**src/rtl/periph_pkg.sv**
```systemverilog
// -----------------------------------------------------------------------------
// periph_pkg
// Shared types and helpers for the peripheral lane demultiplexer.
//   NUM_LANES   : number of downstream lanes (A..D)
//   lane_sel_t  : 2-bit lane code, 0=A 1=B 2=C 3=D
//   dmx_state_t : buffer occupancy seen from outside (EMPTY/ONE/FULL)
//   lane_onehot : lane code -> one-hot lane vector
//   state_of    : head/skid valid flags -> occupancy state
// -----------------------------------------------------------------------------
package periph_pkg;

   localparam int NUM_LANES = 4;

   typedef logic [1:0] lane_sel_t;

   typedef enum logic [1:0] {
      EMPTY = 2'd0,
      ONE   = 2'd1,
      FULL  = 2'd2
   } dmx_state_t;

   function automatic logic [NUM_LANES-1:0] lane_onehot(input lane_sel_t sel);
      logic [NUM_LANES-1:0] v;
      v      = {NUM_LANES{1'b0}};
      v[sel] = 1'b1;
      return v;
   endfunction

   // A skid entry without a head entry cannot occur; it folds onto EMPTY.
   function automatic dmx_state_t state_of(input logic h_valid, input logic s_valid);
      dmx_state_t st;
      case ({h_valid, s_valid})
         2'b00:   st = EMPTY;
         2'b10:   st = ONE;
         2'b11:   st = FULL;
         default: st = EMPTY;
      endcase
      return st;
   endfunction

endpackage

```
**src/rtl/periph_demux4_if.sv**
```systemverilog
// -----------------------------------------------------------------------------
// periph_demux4_if
// Request stream in, four lane-qualified valid/ready streams out.
//   in_valid/in_ready/in_sel/in_data : upstream beat and its destination lane
//   out_valid[3:0]/out_ready[3:0]    : per-lane handshake, out_valid one-hot
//   out_data                         : shared payload bus for all lanes
// master = traffic source/sink around the block, slave = the demux itself.
// -----------------------------------------------------------------------------
interface periph_demux4_if #(parameter int WIDTH = 1);
   import periph_pkg::*;

   logic                 in_valid;
   logic                 in_ready;
   lane_sel_t            in_sel;
   logic [WIDTH-1:0]     in_data;
   logic [NUM_LANES-1:0] out_valid;
   logic [NUM_LANES-1:0] out_ready;
   logic [WIDTH-1:0]     out_data;

   modport master (
      output in_valid, in_sel, in_data, out_ready,
      input  in_ready, out_valid, out_data
   );

   modport slave (
      input  in_valid, in_sel, in_data, out_ready,
      output in_ready, out_valid, out_data
   );

endinterface

```
**src/rtl/periph_demux4_chk.sv**
```systemverilog
// -----------------------------------------------------------------------------
// periph_demux4_chk
// Property checker for periph_demux4 output behaviour.
//   i_clk, i_rst_n : clock and synchronous active-low reset of the demux
//   i_out_valid    : lane valids, must be one-hot or zero
//   i_out_ready    : lane readies, used to detect an output fire
//   i_out_data     : shared payload, must hold while the head waits
//   i_in_ready     : upstream ready, must be low whenever both entries are used
//   i_state        : buffer occupancy
// -----------------------------------------------------------------------------
module periph_demux4_chk
   import periph_pkg::*;
#(
   parameter int WIDTH = 1
) (
   input logic                 i_clk,
   input logic                 i_rst_n,
   input logic [NUM_LANES-1:0] i_out_valid,
   input logic [NUM_LANES-1:0] i_out_ready,
   input logic [WIDTH-1:0]     i_out_data,
   input logic                 i_in_ready,
   input dmx_state_t           i_state
);

   logic w_out_fire;

   assign w_out_fire = |(i_out_valid & i_out_ready);

   a_onehot_valid : assert property (@(posedge i_clk) $onehot0(i_out_valid));

   a_full_blocks_input : assert property (@(posedge i_clk) (i_state == FULL) |-> !i_in_ready);

   a_head_stable : assert property (@(posedge i_clk)
      (i_rst_n && (|i_out_valid) && !w_out_fire) |=>
         ($stable(i_out_valid) && $stable(i_out_data)));

endmodule

```
**src/rtl/periph_skid_reg.sv**
```systemverilog
// -----------------------------------------------------------------------------
// periph_skid_reg
// Two-entry skid buffer. The head entry drives the output side; the skid entry
// absorbs the beat accepted in the cycle the output stalls, which lets the
// input ready come straight from a flop.
//   i_clk, i_rst_n           : clock, synchronous active-low reset
//   i_valid/o_ready/i_data   : input side
//   o_valid/i_ready/o_data   : output side (head entry)
//   o_skid_valid             : skid entry occupied (for occupancy tracking)
// -----------------------------------------------------------------------------
module periph_skid_reg #(
   parameter int DATA_W = 3
) (
   input  logic              i_clk,
   input  logic              i_rst_n,
   input  logic              i_valid,
   output logic              o_ready,
   input  logic [DATA_W-1:0] i_data,
   output logic              o_valid,
   input  logic              i_ready,
   output logic [DATA_W-1:0] o_data,
   output logic              o_skid_valid
);

   logic              r_h_valid;
   logic [DATA_W-1:0] r_h_data;
   logic              r_s_valid;
   logic [DATA_W-1:0] r_s_data;
   logic              r_in_ready;

   logic              w_in_fire;
   logic              w_out_fire;
   logic              w_h_valid_nx;
   logic [DATA_W-1:0] w_h_data_nx;
   logic              w_s_valid_nx;
   logic [DATA_W-1:0] w_s_data_nx;
   logic              w_in_ready_nx;

   assign w_in_fire  = i_valid & r_in_ready;
   assign w_out_fire = r_h_valid & i_ready;

   // Next-state for head and skid entries from the occupancy and both fires.
   always_comb begin
      w_h_valid_nx = r_h_valid;
      w_h_data_nx  = r_h_data;
      w_s_valid_nx = r_s_valid;
      w_s_data_nx  = r_s_data;
      case ({r_h_valid, r_s_valid})
         2'b00: begin
            if (w_in_fire) begin
               w_h_valid_nx = 1'b1;
               w_h_data_nx  = i_data;
            end else begin
               w_h_valid_nx = 1'b0;
            end
         end
         2'b10: begin
            case ({w_in_fire, w_out_fire})
               2'b10: begin
                  w_s_valid_nx = 1'b1;
                  w_s_data_nx  = i_data;
               end
               2'b01: begin
                  w_h_valid_nx = 1'b0;
               end
               2'b11: begin
                  // head leaves and the new beat takes its place
                  w_h_data_nx = i_data;
               end
               default: begin
                  w_h_valid_nx = 1'b1;
               end
            endcase
         end
         2'b11: begin
            // input is blocked here because o_ready was registered low
            if (w_out_fire) begin
               w_h_data_nx  = r_s_data;
               w_s_valid_nx = 1'b0;
            end else begin
               w_s_valid_nx = 1'b1;
            end
         end
         default: begin
            w_h_valid_nx = 1'b0;
            w_s_valid_nx = 1'b0;
         end
      endcase
   end

   // Ready for the next cycle is known now, so it can be registered.
   always_comb begin
      w_in_ready_nx = ~(w_h_valid_nx & w_s_valid_nx);
   end

   // Storage registers with synchronous reset that drops any buffered beat.
   always_ff @(posedge i_clk) begin
      if (!i_rst_n) begin
         r_h_valid  <= 1'b0;
         r_h_data   <= {DATA_W{1'b0}};
         r_s_valid  <= 1'b0;
         r_s_data   <= {DATA_W{1'b0}};
         r_in_ready <= 1'b0;
      end else begin
         r_h_valid  <= w_h_valid_nx;
         r_h_data   <= w_h_data_nx;
         r_s_valid  <= w_s_valid_nx;
         r_s_data   <= w_s_data_nx;
         r_in_ready <= w_in_ready_nx;
      end
   end

   assign o_ready      = r_in_ready;
   assign o_valid      = r_h_valid;
   assign o_data       = r_h_data;
   assign o_skid_valid = r_s_valid;

endmodule

```
**src/rtl/periph_demux4.sv**
```systemverilog
// -----------------------------------------------------------------------------
// periph_demux4
// Registered 1-to-4 demultiplexer. Beats are buffered in arrival order in a
// two-entry skid buffer; the head beat is presented on the lane named by its
// 2-bit code. Only the ready of that lane can retire it, so a stalled head
// blocks later beats for other lanes (intended head-of-line blocking).
//   i_clk   : clock, rising edge
//   i_rst_n : synchronous active-low reset, clears all buffered beats
//   bus     : periph_demux4_if slave port (input stream + four output lanes)
// -----------------------------------------------------------------------------
module periph_demux4
   import periph_pkg::*;
#(
   parameter int WIDTH = 1
) (
   input logic            i_clk,
   input logic            i_rst_n,
   periph_demux4_if.slave bus
);

   logic [WIDTH+1:0]     w_in_beat;
   logic [WIDTH+1:0]     w_head;
   logic                 w_head_valid;
   logic                 w_skid_valid;
   logic                 w_in_ready;
   lane_sel_t            w_head_sel;
   logic [WIDTH-1:0]     w_head_data;
   logic                 w_lane_ready;
   logic [NUM_LANES-1:0] w_out_valid;
   dmx_state_t           w_state;

   // lane code travels with the payload as the top two bits
   assign w_in_beat = {bus.in_sel, bus.in_data};

   periph_skid_reg #(
      .DATA_W (WIDTH + 2)
   ) u_skid (
      .i_clk        (i_clk),
      .i_rst_n      (i_rst_n),
      .i_valid      (bus.in_valid),
      .o_ready      (w_in_ready),
      .i_data       (w_in_beat),
      .o_valid      (w_head_valid),
      .i_ready      (w_lane_ready),
      .o_data       (w_head),
      .o_skid_valid (w_skid_valid)
   );

   assign w_head_sel  = w_head[WIDTH+1:WIDTH];
   assign w_head_data = w_head[WIDTH-1:0];

   // readies of lanes other than the head's destination are ignored
   assign w_lane_ready = bus.out_ready[w_head_sel];

   // Lane decode of the registered head.
   always_comb begin
      if (w_head_valid) begin
         w_out_valid = lane_onehot(w_head_sel);
      end else begin
         w_out_valid = {NUM_LANES{1'b0}};
      end
   end

   assign bus.out_valid = w_out_valid;
   assign bus.out_data  = w_head_data;
   assign bus.in_ready  = w_in_ready;

   assign w_state = state_of(w_head_valid, w_skid_valid);

   periph_demux4_chk #(
      .WIDTH (WIDTH)
   ) u_chk (
      .i_clk       (i_clk),
      .i_rst_n     (i_rst_n),
      .i_out_valid (w_out_valid),
      .i_out_ready (bus.out_ready),
      .i_out_data  (w_head_data),
      .i_in_ready  (w_in_ready),
      .i_state     (w_state)
   );

endmodule

```
**src/flat_wrapper.sv**
```systemverilog
// flat-port wrapper written by rule: the top's interface ports become plain ports
module periph_demux4_flat import periph_pkg::*;
#(
   parameter int WIDTH = 1
)
  (i_clk, i_rst_n, bus_in_valid, bus_in_sel, bus_in_data, bus_out_ready, bus_in_ready, bus_out_valid, bus_out_data);
  periph_demux4_if #(.WIDTH(WIDTH)) bus_i ();
  input logic i_clk;
  input logic i_rst_n;
  input wire logic [$bits(bus_i.in_valid)-1:0] bus_in_valid;
  input wire logic [$bits(bus_i.in_sel)-1:0] bus_in_sel;
  input wire logic [$bits(bus_i.in_data)-1:0] bus_in_data;
  input wire logic [$bits(bus_i.out_ready)-1:0] bus_out_ready;
  output wire logic [$bits(bus_i.in_ready)-1:0] bus_in_ready;
  output wire logic [$bits(bus_i.out_valid)-1:0] bus_out_valid;
  output wire logic [$bits(bus_i.out_data)-1:0] bus_out_data;
  assign bus_i.in_valid = bus_in_valid;
  assign bus_i.in_sel = bus_in_sel;
  assign bus_i.in_data = bus_in_data;
  assign bus_i.out_ready = bus_out_ready;
  assign bus_in_ready = bus_i.in_ready;
  assign bus_out_valid = bus_i.out_valid;
  assign bus_out_data = bus_i.out_data;
  periph_demux4 #(.WIDTH(WIDTH)) u_core (.i_clk(i_clk), .i_rst_n(i_rst_n), .bus(bus_i));
endmodule
```
**config.mk**
```make
export PLATFORM = sky130hd
export DESIGN_NAME = periph_demux4_flat
export DESIGN_NICKNAME = d
export VERILOG_FILES = /design/src/rtl/periph_pkg.sv /design/src/rtl/periph_demux4_if.sv /design/src/rtl/periph_demux4_chk.sv /design/src/rtl/periph_skid_reg.sv /design/src/rtl/periph_demux4.sv /design/src/flat_wrapper.sv
export SDC_FILE = /design/constraint.sdc
export NUM_CORES = 1
export LEC_CHECK = 0
export ABC_AREA = 1
export CAP_MARGIN = 40
export CORE_AREA = 2 2 39 41
export DETAILED_ROUTE_END_ITERATION = 7
export DIE_AREA = 0 0 41 43
export PLACE_DENSITY = 0.73
export SLEW_MARGIN = 20
export SYNTH_ARGS = -nofsm -noshare
export SYNTH_HDL_FRONTEND = slang
export SYNTH_SLANG_ARGS = --single-unit
```
**constraint.sdc**
```tcl
create_clock -name i_clk -period 3.5 [get_ports i_clk]
set_clock_uncertainty 0.1 [all_clocks]
set_input_delay 0.875 -clock i_clk [delete_from_list [all_inputs] [get_ports i_clk]]
set_output_delay 0.875 -clock i_clk [all_outputs]
set_load 0.05 [all_outputs]
```
==> results of run 1 <==
## placed cells by master (no fill, tap or decap)
master,n
nand3_1,12
inv_1,8
nand2_1,22
clkbuf_1,1
nor3_1,4
nor2_4,1
a21oi_1,6
clkbuf_4,3
dfxtp_1,9
inv_2,2
clkdlybuf4s50_1,15
o21ai_2,2
nand3_2,3
nand2_2,1
and2_1,1
nor2_1,10
## worst max path at each step
| stage | end | slack [ns] | cells after the start |
|---|---|---|---|
| 3_3_place_gp | bus_out_valid[3] | 0.95 | 3 |
| 5_1_grt | bus_out_valid[3] | 0.57 | 3 |
| 4_1_cts | bus_out_valid[3] | 0.65 | 3 |
| 6_report | bus_out_valid[3] | 0.65 | 3 |
| 3_5_place_dp | bus_out_valid[3] | 0.95 | 3 |
| 2_1_floorplan | bus_out_valid[0] | 0.95 | 2 |
## critical path: stages (launching register included)
cell             delay, ns
dfxtp_1               0.48
inv_2                 0.12
nor3_1                0.19
clkdlybuf4s50_1       0.82
## power breakdown
group,total (mW),switching (mW),leakage (nW),internal (mW)
Sequential,0.115,0.00697,0.0737,0.108
Clock,0.0823,0.0382,0.0150,0.0441
Combinational,0.0613,0.0357,0.232,0.0256
## per-stage QoR
stage	instances	total power, mW	hold slack (ns)	worst slack, ns	area [µm²]
after CTS	116	0.263	0.397	0.651	716
final	116	0.258	0.391	0.649	716
after detailed placement	112	0.178	0.377	0.951	689
after global routing	116	0.274	0.434	0.566	716
after global placement	112	0.177	0.367	0.950	689
after floorplan	83	0.157	0.351	0.949	531
## registers in the layout (all words and copies together) (netlist names)
signal	cells
u_core.u_skid.r_s_data	3
u_core.u_skid.o_data	3
u_core.u_skid.o_ready	1
u_core.u_skid.o_valid	1
u_core.u_skid.o_skid_valid	1
## logic make-up (layout without fill, tap and decap cells)
group	count (synthesis)	count (layout)	share of synthesized area [%]
AOI/OAI and AO/OA	8	8	8.96
buffers and inverters	12	29	9.20
DFF	9	9	34.0
and+or+nand+nor	54	54	47.9
## area by class of cell
class	count	share of cell area, %
multi-input combinational	62	42.1
inverter	10	5.24
sequential	9	25.2
tap	16	2.80
clock buffer	4	3.67
timing repair buffer	15	21.0
## metal layers
metal	vias to the layer above	GRT usage [%]	wire length [µm]
met4	0	10.0	36
met1	244	19.7	540
met2	19	22.5	504
met3	5	3.14	58
li1	299	-	-
met5	-	0	0
==> out/summary.txt, run 1 <==
outcome = finished clean
Synth area leaders = dfxtp_1 (34%), nand2_1 (16%), nand3_1 (11%)
fin crit share = 81.5%
crit-path max FO = 8
slew of the pin with the lowest slew margin = 0.500 ns
Post-Syn Instances = 83
Vert. Die Dim = 43 µm
Crit Path Class = register to output port
Synth Warn # = 0
reg-to-reg startpoint = u_core.u_skid.o_data[1]$_SDFFE_PN0P_
Post-CTS Hold Fix Bufs = 0
Worst-path clk slew = 0.06 ns
Max Cap Viol = 0
# setup viols final = 0
I/O Pins = 16
Crit. End Element = output port
DRT iter0 DRCs = 9
synthesized cell area = 531 µm²
TritonCTS clock tree = built
top_reg_cell synth = dfxtp_1
DRT Pass-1 Iters = 4
Multi-input gate area = 302 µm²
WL per Instance = 9.82 µm
Final GP Congestion = 0.804
Reg area = 180 µm²
asr flop ratio synth = 0%
CP Launch Type = register
final wirelength = 1140 µm
DP HPWL = 817 µm
Worst Hold Launch = u_core.u_skid.r_s_data[2]$_SDFFE_PN0P_
final hold vios = 0
# rows = 14
CTS buffer count = 3
antenna-violating nets left = 0
IO Port Bufs = 15
# fillers = 157
Post-synth EDFFs = 0
TNS Setup = 0 ns
clock sinks = 9
clk_lat worst skew = 0.26 ns
Worst Reg-to-Reg Cells = 6
Die Width = 41 µm
hold path depth = 2
fraction of layout cells with a size suffix above 1 = 12.0%
area grow syn2layout = 34.9%
GRT overflow = 0
CORE AREA = 1380 µm²
n_diodes = 0
Hold Path Sink = u_core.u_skid.r_s_data[2]$_SDFFE_PN0P_
root buffer cell = clkbuf_4
vias in the first global route = 479
Post-synth top cells = nand2_1 (22), nand3_1 (12), nor2_1 (10)
pin count of the biggest net entering global routing = 9
post-CTS sizing = 0
power density over the cells = 361 nW/µm²
Slew HR = 66.6%
Max Clk Rate = 351 MHz
reg2reg setup slack = 2.08 ns
number of post-CTS setup repair buffers = 0
Pins Over Slew Limit = 0
mean area per synthesized cell = 6.39 µm²
register bit count reported by yosys = 9
die area = 1760 µm²
initial antenna violation count = 0
RSZ-0062 raised after global routing = no
worst min path class = register to register
GR Util All Layers = 15.5%
number of distinct library cells after synthesis = 15
Initial Util = 38.3%
Worst Path Required = 2.52 ns
Synth top area share = 34.0%
fin crit period = 2.85 ns
syn nets = 93
leakage power = 0.321 nW
R2R Path End = u_core.u_skid.o_ready$_SDFF_PN0_
DR vias/cell = 4.89
register area share after synthesis = 34.0%
CTS H-tree depth = 1
crit path from = u_core.u_skid.o_data[1]$_SDFFE_PN0P_
Via Count = 567
Residual DRC = 0
Synth area leader = dfxtp_1
first-pass GRT wire length = 1870 µm
Post-Route Utilization = 51.7%
Layout Nets = 111
clock buffer depth = 2
worst vdd ir = 0.231 mV
Worst Path Arrival = 1.88 ns
most frequent cell after synthesis = nand2_1
No activity file was read; power rests on OpenSTA's default activity.
==> run 2, diff against run 1 <==
--- a/config.mk
+++ b/config.mk
@@ -7,10 +7,10 @@
 export LEC_CHECK = 0
 export ABC_AREA = 1
 export CAP_MARGIN = 40
-export CORE_AREA = 2 2 39 41
+export CORE_MARGIN = 2
+export CORE_UTILIZATION = 39
 export DETAILED_ROUTE_END_ITERATION = 7
-export DIE_AREA = 0 0 41 43
-export PLACE_DENSITY = 0.73
+export PLACE_DENSITY = 0.74
 export SLEW_MARGIN = 20
 export SYNTH_ARGS = -nofsm -noshare
 export SYNTH_HDL_FRONTEND = slang
==> constraint.sdc (replaced) <==
create_clock -name i_clk -period 2.51 [get_ports i_clk]
set_clock_uncertainty 0.1 [all_clocks]
set_input_delay 0.6275 -clock i_clk [delete_from_list [all_inputs] [get_ports i_clk]]
set_output_delay 0.6275 -clock i_clk [all_outputs]
set_load 0.05 [all_outputs]
==> run 2 against run 1 <==
  * Critical path depth shrank 2
  * First-iteration DRC count decreased by 22%
  * Final cell count decreased by 0.86%
  * Critical path type unchanged
  * Critical endpoint is now bus_in_ready
  * Register-to-register slack got worse by 0.96 ns
  * Die area shrank 5.2%
  * Utilization is 3.1 points higher
  * Combinational power up 36%
==> out/summary.txt, run 2 (same netlist as run 1, synthesis figures left out) <==
PnR Total Power = 0.355 mW (+38%)
pre-CTS setup slack = 0.546 ns (-0.405 ns)
post-CTS sizing = 0 (unchanged)
Post-CTS Hold Fix Bufs = 0 (unchanged)
RSZ-0062 raised after global routing = no
CP Launch Type = register
DRT iter0 DRCs = 7 (-2)
Final GP Congestion = 0.734 (-8.8%)
final wirelength = 1080 µm (-5.6%)
die area = 1670 µm² (-5.2%)
commonest cells after routing, fill and taps aside = nand2_1 (22), nand3_1 (12), clkdlybuf4s50_1 (11), nor2_1 (10), dfxtp_1 (9)
first-pass GRT wire length = 1600 µm (-14%)
Comb pwr share = 23.5% (-0.2 points)
Residual DRC = 0 (unchanged)
Worst Path Arrival = 1.41 ns (-0.47 ns)
# fillers = 135 (-14%)
NetSw = 0.109 mW (+35%)
Max Cap Viol = 0 (unchanged)
DP HPWL = 806 µm (-1.2%)
Initial Util = 41.3% (+2.9 points)
final hold vios = 0 (unchanged)
vias in the first global route = 430 (-10%)
Worst-path clk slew = 0.06 ns (about the same)
I/O Pins = 16 (unchanged)
CORE AREA = 1280 µm² (-7.1%)
sequential share of power = 45.1% (+0.7 points)
Crit. End Element = output port
n_diodes = 0 (unchanged)
worst vdd ir = 0.262 mV (+13%)
pin count of the biggest net entering global routing = 9 (unchanged)
IO Port Bufs = 15 (unchanged)
Vert. Die Dim = 40.9 µm (-4.9%)
setup ws final = 0.376 ns (-0.273 ns)
Most Crowded Layer GR = met2
Critical path buffers and inverters = 1 (-1)
TritonCTS clock tree = built
antenna-violating nets left = 0 (unchanged)
fin crit share = 85.0%
area grow syn2layout = 32.8%
crit-path max cell delay = 0.80 ns (-0.02 ns)
leakage power = 0.329 nW (+2.5%)
# setup viols final = 0 (unchanged)
Pins Over Slew Limit = 0 (unchanged)
most common cell after layout, fill and taps aside = nand2_1
Slew HR = 67.1% (+0.56 points)
# rows = 13 (-1)
number of post-CTS setup repair buffers = 0 (unchanged)
GRT overflow = 0 (unchanged)
switching share of total power = 30.6% (-0.70 points)
Clk network pwr share = 31.4% (-0.4 points)
root buffer cell = clkbuf_4
TNS Setup = 0 ns (unchanged)
fin crit period = 2.13 ns
DRT Pass-1 Iters = 4 (unchanged)
Worst Path Required = 1.78 ns (-0.74 ns)
CP top delay family = buffers and inverters
DP Cell Count = 111 (-0.89%)
Via Count = 570 (+0.53%)
slew of the pin with the lowest slew margin = 0.491 ns (-0.00845 ns)
Die Width = 40.9 µm (-0.29%)
clock buffer depth = 2 (unchanged)
Reg area = 180 µm² (unchanged)
CTS buffer count = 3 (unchanged)
Int Pwr = 0.247 mW (+39%)
Slowest-stage cell, CP = clkdlybuf4s50_1
fraction of layout cells with a size suffix above 1 = 16.0% (+4.0 points)
Crit Path Class = register to output port
M3 GR Usage = 6.52% (+3.4 points)
clock sinks = 9 (unchanged)
Max Clk Rate = 469 MHz
DR vias/cell = 4.96 (+1.4%)
Hold Slack = 0.387 ns (-0.00404 ns)
Layout Nets = 111 (unchanged)
non-filler cells, final = 115 (-0.86%)
power density over the cells = 505 nW/µm² (+40%)
M2 GR Usage = 25.4% (+2.9 points)
crit-path cells = clkdlybuf4s50_1
crit-path max FO = 2 (-6)
GR Util All Layers = 15.7% (+0.22 points)
clk_lat worst skew = 0.27 ns (about the same)
Multi-input gate area = 302 µm² (unchanged)
outcome = finished clean
worst min path class = register to register
initial antenna violation count = 0 (unchanged)
met1 usage = 15.5% (-4.2 points)
CTS H-tree depth = 1 (unchanged)
WL per Instance = 9.35 µm (-4.8%)
run 2: worst paths after layout:
path	start	endpoint	slack, ns	depth (start not counted)
min reg2reg	u_core.u_skid.r_s_data[0]$_SDFFE_PN0P_	u_core.u_skid.r_s_data[0]$_SDFFE_PN0P_	0.39	2
max reg2reg	u_core.u_skid.o_data[1]$_SDFFE_PN0P_	u_core.u_skid.r_s_data[1]$_SDFFE_PN0P_	1.12	7
max	u_core.u_skid.o_ready$_SDFF_PN0_	bus_in_ready	0.38	1
min	u_core.u_skid.r_s_data[0]$_SDFFE_PN0P_	u_core.u_skid.r_s_data[0]$_SDFFE_PN0P_	0.39	2
run 2: area by class of cell:
cell class	count	area share [%]
timing repair buffer	15	19.9
clock buffer	4	3.73
tap	15	2.66
sequential	9	25.6
multi-input combinational	62	42.8
inverter	10	5.33
run 2: layer usage:
metal  up-vias  part of all wire [%]
met1       243                    45
met5         -                     0
met3         5                   8.3
li1        304                     -
met2        18                    43
met4         0                   3.5
run 2: through the flow:
stage                     utilization [%]  instance area (µm²)
after floorplan                         -                  531
after global placement               52.8                  678
after detailed placement             52.8                  678
after CTS                            54.8                  704
after global routing                 54.8                  704
final                                54.8                  704
run 2: power by group through the flow:
stage | Combinational, mW | Sequential, mW | Clock [mW]
after floorplan | 0.0515 | 0.167 | 0
after global placement | 0.0833 | 0.163 | 0
after detailed placement | 0.0842 | 0.163 | 0
after CTS | 0.0845 | 0.160 | 0.114
after global routing | 0.0928 | 0.162 | 0.122
final | 0.0835 | 0.160 | 0.112
